**config.mk**
```make
export PLATFORM = sky130hd
export DESIGN_NAME = fir_tap_arbiter
export DESIGN_NICKNAME = d
export VERILOG_FILES = /design/src/rtl/fir_tap_arbiter.sv
export SDC_FILE = /design/constraint.sdc
export NUM_CORES = 1
export LEC_CHECK = 0
export BUFFER_PORTS_ARGS = -buffer_cell sky130_fd_sc_hd__buf_2
export CORE_MARGIN = 8
export CORE_UTILIZATION = 24
export DETAILED_ROUTE_END_ITERATION = 7
export PLACE_DENSITY = 0.79
export SKIP_LAST_GASP = 1
export SLEW_MARGIN = 20
export SYNTH_ARGS = -nofsm -noshare
export SYNTH_HDL_FRONTEND = slang
export SYNTH_SLANG_ARGS = --single-unit
```
**constraint.sdc**
```tcl
create_clock -name axis_clk -period 1.5 [get_ports axis_clk]
set_clock_uncertainty 0.1 [all_clocks]
set_input_delay 0.15 -clock axis_clk [delete_from_list [all_inputs] [get_ports axis_clk]]
set_output_delay 0.15 -clock axis_clk [all_outputs]
set_load 0.01 [all_outputs]
```
**src/rtl/fir_tap_arbiter.sv**
```systemverilog
// fir_tap_arbiter: shares the single-port tap BRAM between config and FIR engine, with starvation bound and write protection.
// Optional FIR_TAP_ARB_STATS_EN adds arb_conflict_cnt (saturating count of contended cycles).
module fir_tap_arbiter #(
  parameter int pADDR_WIDTH = 12,
  parameter int pDATA_WIDTH = 32,
  parameter int pMAX_WAIT   = 11
) (
  input  logic                   axis_clk,
  input  logic                   axis_rst,
  input  logic                   ap_running,
  input  logic                   cfg_req,
  input  logic                   cfg_we,
  input  logic [pADDR_WIDTH-1:0] cfg_addr,
  input  logic [pDATA_WIDTH-1:0] cfg_wdata,
  output logic                   cfg_gnt,
  output logic                   cfg_rvalid,
  output logic [pDATA_WIDTH-1:0] cfg_rdata,
  output logic                   cfg_wr_err,
  input  logic                   eng_req,
  input  logic [pADDR_WIDTH-1:0] eng_addr,
  output logic                   eng_gnt,
  output logic                   eng_rvalid,
  output logic [pDATA_WIDTH-1:0] eng_rdata,
`ifdef FIR_TAP_ARB_STATS_EN
  output logic [15:0]            arb_conflict_cnt,
`endif
  output logic [3:0]             tap_WE,
  output logic                   tap_EN,
  output logic [pDATA_WIDTH-1:0] tap_Di,
  output logic [pADDR_WIDTH-1:0] tap_A,
  input  logic [pDATA_WIDTH-1:0] tap_Do
);
  localparam int WW = $clog2(pMAX_WAIT + 1);
  logic [WW-1:0] wait_cnt;
  logic          cfg_pend, eng_pend, wr_err;
  logic          starved;
  // Everything is gated by reset so the reset cycle itself shows all-zero outputs.
  always_comb begin
    starved    = wait_cnt == WW'(pMAX_WAIT);
    cfg_gnt    = !axis_rst && cfg_req && (!ap_running || !eng_req || starved);
    eng_gnt    = !axis_rst && eng_req && !cfg_gnt;
    tap_EN     = cfg_gnt || eng_gnt;
    tap_A      = cfg_gnt ? cfg_addr : eng_gnt ? eng_addr : '0;
    tap_Di     = tap_EN ? cfg_wdata : '0;
    tap_WE     = (cfg_gnt && cfg_we && !ap_running) ? 4'hF : 4'h0;
    cfg_rvalid = cfg_pend && !axis_rst;
    eng_rvalid = eng_pend && !axis_rst;
    cfg_rdata  = cfg_rvalid ? tap_Do : '0;
    eng_rdata  = eng_rvalid ? tap_Do : '0;
    cfg_wr_err = wr_err && !axis_rst;
  end
  always_ff @(posedge axis_clk) begin
    if (axis_rst) begin
      wait_cnt <= '0;
      cfg_pend <= 1'b0;
      eng_pend <= 1'b0;
      wr_err   <= 1'b0;
    end else begin
      wait_cnt <= (cfg_req && !cfg_gnt) ? (starved ? wait_cnt : wait_cnt + 1'b1) : '0;
      cfg_pend <= cfg_gnt && !cfg_we;
      eng_pend <= eng_gnt;
      wr_err   <= cfg_gnt && cfg_we && ap_running;
    end
  end
`ifdef FIR_TAP_ARB_STATS_EN
  always_ff @(posedge axis_clk) begin
    if (axis_rst) arb_conflict_cnt <= '0;
    else if (cfg_req && eng_req && arb_conflict_cnt != 16'hFFFF) arb_conflict_cnt <= arb_conflict_cnt + 16'd1;
  end
`endif
endmodule

```
==> flow_summary.toml, run 1 <==
[clock_tree]
cts_inserted_buffers = 3
insertion_delay_ns = 0.22
htreeDepth = 1
cts.hold.buffers_added = 0
clockBufferDepth = 2
clock-sinks = 7
clockRootBuffer = "clkbuf_8"
clk_pin_slew_ns = 0.04
cts_tree = "built"

[route]
wl_per_cell_um = 15.4
drt_wl_total_um = 6530
drc = 0
vias_per_cell = 4.31
firstDrtPassIters = 4
vias = 1824
final_antenna_net_count = 0
drtIter0Drc = 30

[finish]
drive_above_1_share = 0.642
final-seq-area_um2 = 143
area_growth_pct = 112
nets = 465
design_area_um2 = 2400
multi_input_area_um2 = 930
fillers = 455
diodes = 0

[global_route]
antenna_found_initial = 0
grt_use_met2 = 0.311
grt.met3_usage = 0.0878
grtUsageTotal = 0.167
grt_pass1_wl_um = 9860
grt_max_degree = 34
met1_usage = 0.150
grt_overflow = 0
busiest_layer = "met2"
grt_pass1_vias = 1936

[synthesis]
synth_area_um2 = 1130
syn_avg_cell_area_um2 = 7.26
syn-num-nets = 251
ys_seq_area_frac = 0.124
synthDistinctLibCells = 24
synth_seq_cells = 7
yosys.area.top_type_share = 0.530
yosys_warnings = 0
synth_area_leader_cell = "and2_1"
yosys-top-cells-area = "and2_1 53%, dfxtp_1 12%, a22o_1 7.0%"
synthCells = 156

[worst_setup_path]
path_buf_inv = 1
r2r_setup_slack_ns = 0.16
r2r_cells = 6
required_ns = 1.25
endpoint_kind = "output pin"
crit_chain = "ha_4, nand3b_4, o2111a_2, a22o_2, buf_6"
critPathLaunchType = "flop"
path_max_fanout = 7
critical_path_class = "flop to output pin"
r2r_end = "wait_cnt[2]$_SDFFE_PP0N_"
cp_slowest_cell = "dfxtp_2"
cpPeakStageDelay_ns = 0.34
r2r-start = "wait_cnt[0]$_SDFFE_PP0N_"
critical-path-top-delay-family = "compound AO/OA/AOI/OAI gates"
cp.arrival_ns = 1.51

[timing]
worst_pin_slew_ns = 0.371
period_needed_ns = 1.76
maxSlewHeadroom = 0.752
finalSetupViolations = 14
rsz0062_at_grt = "yes"
period_share = 1.17
final-hold-violation-count = 0
slew_violations = 0
max_freq_ghz = 0.568
fin_ws_ns = -0.261

[place]
port_buffers = 211
gp_congestion = 0.798
dpl_cell_area_um2 = 2280
hpwl_um = 5780

[power]
pwr-share-clk = 0.282
p_per_area_nw_per_um2 = 378
switchingPower_uw = 288
vdd_drop_max_mv = 0.256
comb_power_share = 0.505
pwr-share-seq = 0.212
finalPower_uw = 907
sw_frac_of_total = 0.318
p_int_uw = 619
p_leak_uw = 0.00157

[floorplanning]
fp.dieW_um = 84.7
die_h_um = 84.7
rows = 25
start_util = 0.245
io-pin-count = 212
die_area_um2 = 7170
core_um2 = 4630

[worst_hold_path]
hp-start = "cfg_we"
min_path_cells = 2
hold_path_end = "cfg_pend$_SDFF_PP0_"
min_path_type = "primary input to flop"

[flow_run]
drv_cap = 0

[run_status]
violations = "setup timing"
status = "finished with violations"
area by class of cell:
class,count,area share
clock buffers,4,0.0187
inverters,3,0.00469
multi-input cells,133,0.387
flip-flops and latches,7,0.0593
well taps,54,0.0281
repair buffers,222,0.502
cell usage in the layout (no fill, tap or decap):
cell / synthesis / final
nor2_1: 3 / 3
nand3_1: 2 / 2
buf_2: 1 / 208
buf_12: 0 / 4
nor3_1: 4 / 4
nor2b_1: 4 / 2
dfxtp_2: 0 / 2
and2_1: 96 / 96
and3_1: 1 / 1
nand2b_2: 1 / 1
nand2b_1: 1 / 1
ha_4: 0 / 1
o2111a_1: 1 / 2
buf_6: 2 / 3
clkbuf_1: 8 / 1
clkbuf_8: 0 / 3
o2111a_2: 1 / 1
buf_4: 3 / 7
xor2_1: 1 / 1
a31oi_4: 1 / 1
mux2i_1: 1 / 1
inv_1: 3 / 3
nor3b_1: 1 / 1
a22o_2: 3 / 3
nand3b_4: 1 / 1
a22o_1: 9 / 9
dfxtp_1: 7 / 5
nor2b_2: 0 / 2
how the worst max path moves through the flow:
stage / slack (ns) / endpoint / depth (start not counted) / startpoint
6_report: -0.26 / tap_A[11] / 5 / wait_cnt[0]$_SDFFE_PP0N_
5_1_grt: -0.31 / tap_A[1] / 5 / wait_cnt[0]$_SDFFE_PP0N_
4_1_cts: -0.26 / tap_A[11] / 5 / wait_cnt[0]$_SDFFE_PP0N_
3_5_place_dp: -0.08 / tap_A[11] / 5 / wait_cnt[1]$_SDFFE_PP0N_
3_3_place_gp: -0.05 / tap_A[1] / 5 / wait_cnt[1]$_SDFFE_PP0N_
2_1_floorplan: 0.008 / tap_A[10] / 5 / wait_cnt[0]$_SDFFE_PP0N_
Yosys cell counts (all sizes together):
| master | instances |
|---|---|
| xor2 | 1 |
| buf | 6 |
| nand3b | 1 |
| nor2 | 3 |
| dfxtp | 7 |
| nand3 | 2 |
| o2111a | 2 |
| mux2i | 1 |
| a22o | 12 |
| and3 | 1 |
| nor3b | 1 |
| nor3 | 4 |
| a31oi | 1 |
| inv | 3 |
| nand2b | 2 |
| clkbuf | 8 |
| nor2b | 4 |
| and2 | 96 |
| ha | 1 |
through the flow:
step / setup WS, ns / hold slack, ns / setup TNS, ns / instances / util
2_1_floorplan: 0.00783 / 0.122 / 0 / 156 / -
3_3_place_gp: -0.0534 / 0.244 / -0.585 / 414 / 0.493
3_5_place_dp: -0.0785 / 0.257 / -0.831 / 414 / 0.493
4_1_cts: -0.257 / 0.0238 / -3.02 / 421 / 0.515
5_1_grt: -0.308 / 0.0308 / -3.77 / 423 / 0.519
6_report: -0.261 / 0.0362 / -3.05 / 423 / 0.519
state kept, by name, summed over array words and instances, names as in the netlist:
signal	cells
cfg_pend	1
wr_err	1
eng_pend	1
wait_cnt	4
layer usage:
layer,up-vias,share of wire
met4,0,0.017
met1,758,0.35
met3,8,0.14
li1,928,-
met5,-,0
met2,130,0.50
cells by family (layout without fill, tap and decap cells):
family / after synthesis / in the layout / synth area share
DFF: 7 / 7 / 0.124
adders and majority gates: 1 / 1 / 0.0110
muxes: 1 / 1 / 0.00884
buffers and inverters: 17 / 229 / 0.0807
and+or+nand+nor: 114 / 114 / 0.632
xor gates and xnor gates: 1 / 1 / 0.00774
AOI/OAI and AO/OA: 15 / 16 / 0.136
timing repair:
item                                   CTS  global route
setup endpoints to repair               14            33
endpoints found under the hold margin    0             0
pin swaps                                4             0
gates cloned                             1             0
gates resized for setup                  3             2
setup buffers                            2             2
power by group through the flow:
| stage | registers (µW) | logic, µW | clock network, µW |
|---|---|---|---|
| 4_1_cts | 192 | 464 | 258 |
| 5_1_grt | 193 | 501 | 279 |
| 3_5_place_dp | 195 | 447 | 0 |
| 3_3_place_gp | 195 | 437 | 0 |
| 6_report | 193 | 459 | 256 |
| 2_1_floorplan | 195 | 190 | 0 |
No activity file was read; power rests on OpenSTA's default activity.
==> inputs of run 2 (changes only) <==
RECOVER_POWER = 100   (was default)
==> run 2 against run 1 <==
Utilization barely moved; the flow still finishes with violations (setup timing); final area hardly changed; largest power group unchanged; combinational power barely moved.
==> flow_summary.toml, run 2 (synthesized netlist as in run 1, its figures left out) <==
[run_status]
status = "finished with violations"
violations = "setup timing"

[timing]
hold_ws_ns = 0.0362
worst_pin_slew_ns = 0.371
maxSlewHeadroom = 0.752
slew_violations = 0
finalSetupViolations = 14
final-hold-violation-count = 0
fin_ws_ns = -0.261
period_needed_ns = 1.76
period_share = 1.17
max_freq_ghz = 0.568
rsz0062_at_grt = "yes"

[floorplanning]
fp.dieW_um = 84.7
io-pin-count = 212
rows = 25
die_h_um = 84.7
start_util = 0.245
core_um2 = 4630
die_area_um2 = 7170

[global_route]
grtUsageTotal = 0.167
grt_pass1_vias = 1936
antenna_found_initial = 0
grt_pass1_wl_um = 9860
grt_max_degree = 34
grt_overflow = 0

[route]
drtIter0Drc = 30
wl_per_cell_um = 15.4
drt_wl_total_um = 6530
drc = 0
firstDrtPassIters = 4
final_antenna_net_count = 0
vias = 1824
vias_per_cell = 4.31

[worst_setup_path]
path_max_fanout = 7
critPathLaunchType = "flop"
critical_path_class = "flop to output pin"
endpoint_kind = "output pin"
required_ns = 1.25
cp.arrival_ns = 1.51

[finish]
largest_reg_flops = 4
drive_above_1_share = 0.640
final_cell_mix = "207 x buf_2, 96 x and2_1, 9 x a22o_1, 7 x buf_4, 5 x dfxtp_1"
diodes = 0
nets = 465
largest-register = "wait_cnt"
area_growth_pct = 112
fillers = 456
finalNonFillerCells = 423
final_common_cell = "buf_2"

[place]
port_buffers = 211
dp.cells = 414
hpwl_um = 5780
gp_congestion = 0.798

[clock_tree]
clockBufferDepth = 2
cts_tree = "built"
clockRootBuffer = "clkbuf_8"
clock-sinks = 7
cts_inserted_buffers = 3
htreeDepth = 1
insertion_delay_ns = 0.22
clk_pin_slew_ns = 0.04

[worst_hold_path]
min_path_type = "primary input to flop"

[power]
vdd_drop_max_mv = 0.256
p_leak_uw = 0.00157
p_per_area_nw_per_um2 = 378

[flow_run]
drv_cap = 0
==> run 2: cell types whose count changed in the layout (fill, tap and decap cells not counted), sizes merged <==
| cell | delta |
|---|---|
| buf | -1 |
| clkbuf | +1 |
==> run 2: metal layers <==
| layer | vias to the layer above | global-route usage | part of all wire |
|---|---|---|---|
| met5 | - | 0 | 0 |
| met4 | 0 | 0.0583 | 0.017 |
| met3 | 8 | 0.0878 | 0.14 |
| met2 | 130 | 0.311 | 0.50 |
| met1 | 758 | 0.150 | 0.35 |
| li1 | 928 | - | - |
==> run 2: worst paths after layout <==
path | from | endpoint | slack [ns] | cells past startpoint
worst min-delay path | cfg_we | cfg_pend$_SDFF_PP0_ | 0.04 | 2
worst max-delay path | wait_cnt[0]$_SDFFE_PP0N_ | tap_A[11] | -0.26 | 5
worst min register to register | wait_cnt[0]$_SDFFE_PP0N_ | wait_cnt[0]$_SDFFE_PP0N_ | 0.44 | 2
worst max register to register | wait_cnt[0]$_SDFFE_PP0N_ | wait_cnt[2]$_SDFFE_PP0N_ | 0.16 | 6
==> run 2: final cells by class <==
class	instances	area [µm²]	area share
repair buffers	222	1210	0.502
clock buffers	4	45.0	0.0188
multi-input cells	133	930	0.387
well taps	54	67.6	0.0281
inverters	3	11.3	0.00469
flip-flops and latches	7	143	0.0594
==> run 2: critical path, stage by stage, from the launching register on <==
cell	delay, ns
dfxtp_2	0.34
ha_4	0.15
nand3b_4	0.12
o2111a_2	0.33
a22o_2	0.23
buf_6	0.12
==> run 2: stage by stage <==
| step | setup TNS [ns] | power, µW | instance area, µm² | utilization | worst slack [ns] |
|---|---|---|---|---|---|
| final | -3.05 | 907 | 2400 | 0.519 | -0.261 |
| after global placement | -0.585 | 632 | 2280 | 0.493 | -0.0534 |
| after detailed placement | -0.831 | 642 | 2280 | 0.493 | -0.0785 |
| after global routing | -3.77 | 972 | 2400 | 0.519 | -0.308 |
| after floorplan | 0 | 386 | 1150 | - | 0.00783 |
| after CTS | -3.02 | 915 | 2380 | 0.515 | -0.257 |
==> run 2: what timing repair did <==
action | 4_1_cts | 5_1_grt
buffers inserted | 2 | 2
pin swaps | 4 | 0
resized for setup | 3 | 2
hold buffers | 0 | 0
cloned | 1 | 0
setup endpoints to repair | 14 | 33
==> run 2: power by group <==
| part | switching (µW) | leakage (µW) | internal [µW] |
|---|---|---|---|
| Sequential | 1.44 | 0.0000578 | 191 |
| Combinational | 214 | 0.00149 | 245 |
| Clock | 73.1 | 0.0000228 | 183 |
==> inputs of run 3 (changes only) <==
REMOVE_ABC_BUFFERS = 1   (was default)
==> run 3 against run 2 <==
Global-route usage down 0.81 points; worst setup slack better by 0.024 ns; non-clock buffer count stayed put; die area stayed put; sequential share of layout area up 0.10 points; the run still ends with setup timing left; maximum frequency increased by 1.4%; final cell count is the same; largest cell class unchanged.
==> flow_summary.toml, run 3 (synthesized netlist as in run 1, its figures left out) <==
[power]
vdd_drop_max_mv = 0.426
p_leak_uw = 0.00155
p_per_area_nw_per_um2 = 379

[clock_tree]
htreeDepth = 1
clockRootBuffer = "clkbuf_8"
clock-sinks = 7
cts_tree = "built"
insertion_delay_ns = 0.22
clk_pin_slew_ns = 0.04
cts_inserted_buffers = 3
clockBufferDepth = 2

[timing]
period_needed_ns = 1.74
finalSetupViolations = 14
hold_ws_ns = 0.0183
slew_violations = 0
period_share = 1.16
finalSetupTns_ns = -2.80
maxSlewHeadroom = 0.705
final-hold-violation-count = 0
rsz0062_at_grt = "yes"
max_freq_ghz = 0.576
fin_ws_ns = -0.237
worst_pin_slew_ns = 0.443

[worst_setup_path]
required_ns = 1.25
cpPeakStageDelay_ns = 0.34
crit_start = "wait_cnt[0]$_SDFFE_PP0N_"
r2r-start = "wait_cnt[0]$_SDFFE_PP0N_"
path_buf_inv = 1
r2r_setup_slack_ns = 0.13
cp.arrival_ns = 1.49
endpoint = "tap_A[0]"
endpoint_kind = "output pin"
cp_slowest_cell = "dfxtp_2"
critPathLaunchType = "flop"
path_max_fanout = 7
crit_chain = "ha_4, nand3b_4, o2111a_2, a22o_2, buf_6"
critical-path-top-delay-family = "compound AO/OA/AOI/OAI gates"
r2r_end = "wr_err$_SDFF_PP0_"
r2r_cells = 6
critical_path_class = "flop to output pin"
crit_cells = 5

[finish]
final_common_cell = "buf_2"
diodes = 0
drive_above_1_share = 0.637
fillers = 461
nets = 465
area_growth_pct = 109
largest-register = "wait_cnt"
final_cell_mix = "203 x buf_2, 96 x and2_1, 9 x a22o_1, 6 x buf_4, 5 x dfxtp_1"
multi_input_area_um2 = 930
final-seq-area_um2 = 143
largest_reg_flops = 4

[floorplanning]
die_h_um = 84.7
start_util = 0.245
die_area_um2 = 7170
core_um2 = 4630
io-pin-count = 212
rows = 25
fp.dieW_um = 84.7

[place]
gp_congestion = 0.798
port_buffers = 211
hpwl_um = 5500

[global_route]
grtUsageTotal = 0.159
grt_overflow = 0
grt_max_degree = 34
antenna_found_initial = 0
grt_pass1_vias = 1853
grt_pass1_wl_um = 9550

[worst_hold_path]
min_path_type = "primary input to flop"
min_path_cells = 2

[flow_run]
drv_cap = 0

[route]
drtIter0Drc = 34
vias = 1827
firstDrtPassIters = 4
drc = 0
wl_per_cell_um = 14.9
final_antenna_net_count = 0
drt_wl_total_um = 6310
vias_per_cell = 4.32

[run_status]
violations = "setup timing"
status = "finished with violations"
run 3: cell types whose count changed in the layout (fill, tap and decap cells not counted):
cell      delta
clkbuf_1     +1
clkbuf_4     +3
buf_2        -4
buf_12       -3
buf_4        -1
clkbuf_2     +4
run 3: repair_timing:
action / 4_1_cts / 5_1_grt
pin swaps: 5 / 3
setup buffers: 2 / 1
cloned: 1 / 0
hold buffers: 0 / 0
endpoints found under the setup margin: 14 / 57
gates resized for setup: 7 / 2
run 3: worst reg2reg max path, stage by stage (launching register included):
cell and delay, ns:
dfxtp_2 0.34, ha_4 0.15, nand3b_4 0.10, a31oi_4 0.21
buf_12 0.15, buf_4 0.11, and3_1 0.14
run 3: final cells by class:
class,count,share of cell area
sequential,7,0.0604
clock buffer,4,0.0191
multi-input combinational,133,0.394
tap,54,0.0286
timing repair buffer,222,0.493
inverter,3,0.00477
run 3: worst min-delay path by stage:
stage / start / endpoint
final: cfg_we / cfg_pend$_SDFF_PP0_
after global routing: cfg_we / cfg_pend$_SDFF_PP0_
after CTS: cfg_we / cfg_pend$_SDFF_PP0_
after detailed placement: cfg_we / cfg_pend$_SDFF_PP0_
after global placement: cfg_we / cfg_pend$_SDFF_PP0_
after floorplan: cfg_we / cfg_pend$_SDFF_PP0_
run 3: metal layers:
layer  track usage  vias to the layer above  wire length (µm)
met5             0                        -                 0
met4        0.0146                        0                 0
met3        0.0615                        0               606
met2         0.317                       88              3390
met1         0.153                      809              2310
li1              -                      930                 -
run 3: metrics by stage:
stage | cells | instance area, µm² | util | worst slack, ns | total power, µW
detailed placement | 415 | 2270 | 0.491 | -0.125 | 641
global placement | 415 | 2270 | 0.491 | -0.0904 | 630
floorplan | 142 | 1050 | - | -0.160 | 370
global route | 423 | 2360 | 0.510 | -0.296 | 959
finish | 423 | 2360 | 0.510 | -0.237 | 895
CTS | 422 | 2380 | 0.514 | -0.265 | 911
run 3: report_power, final:
part           switching (µW)  leakage, µW  internal [µW]
Combinational             211      0.00147            236
Clock                    71.5    0.0000228            183
Sequential               1.44    0.0000578            191
Total                     284      0.00155            610
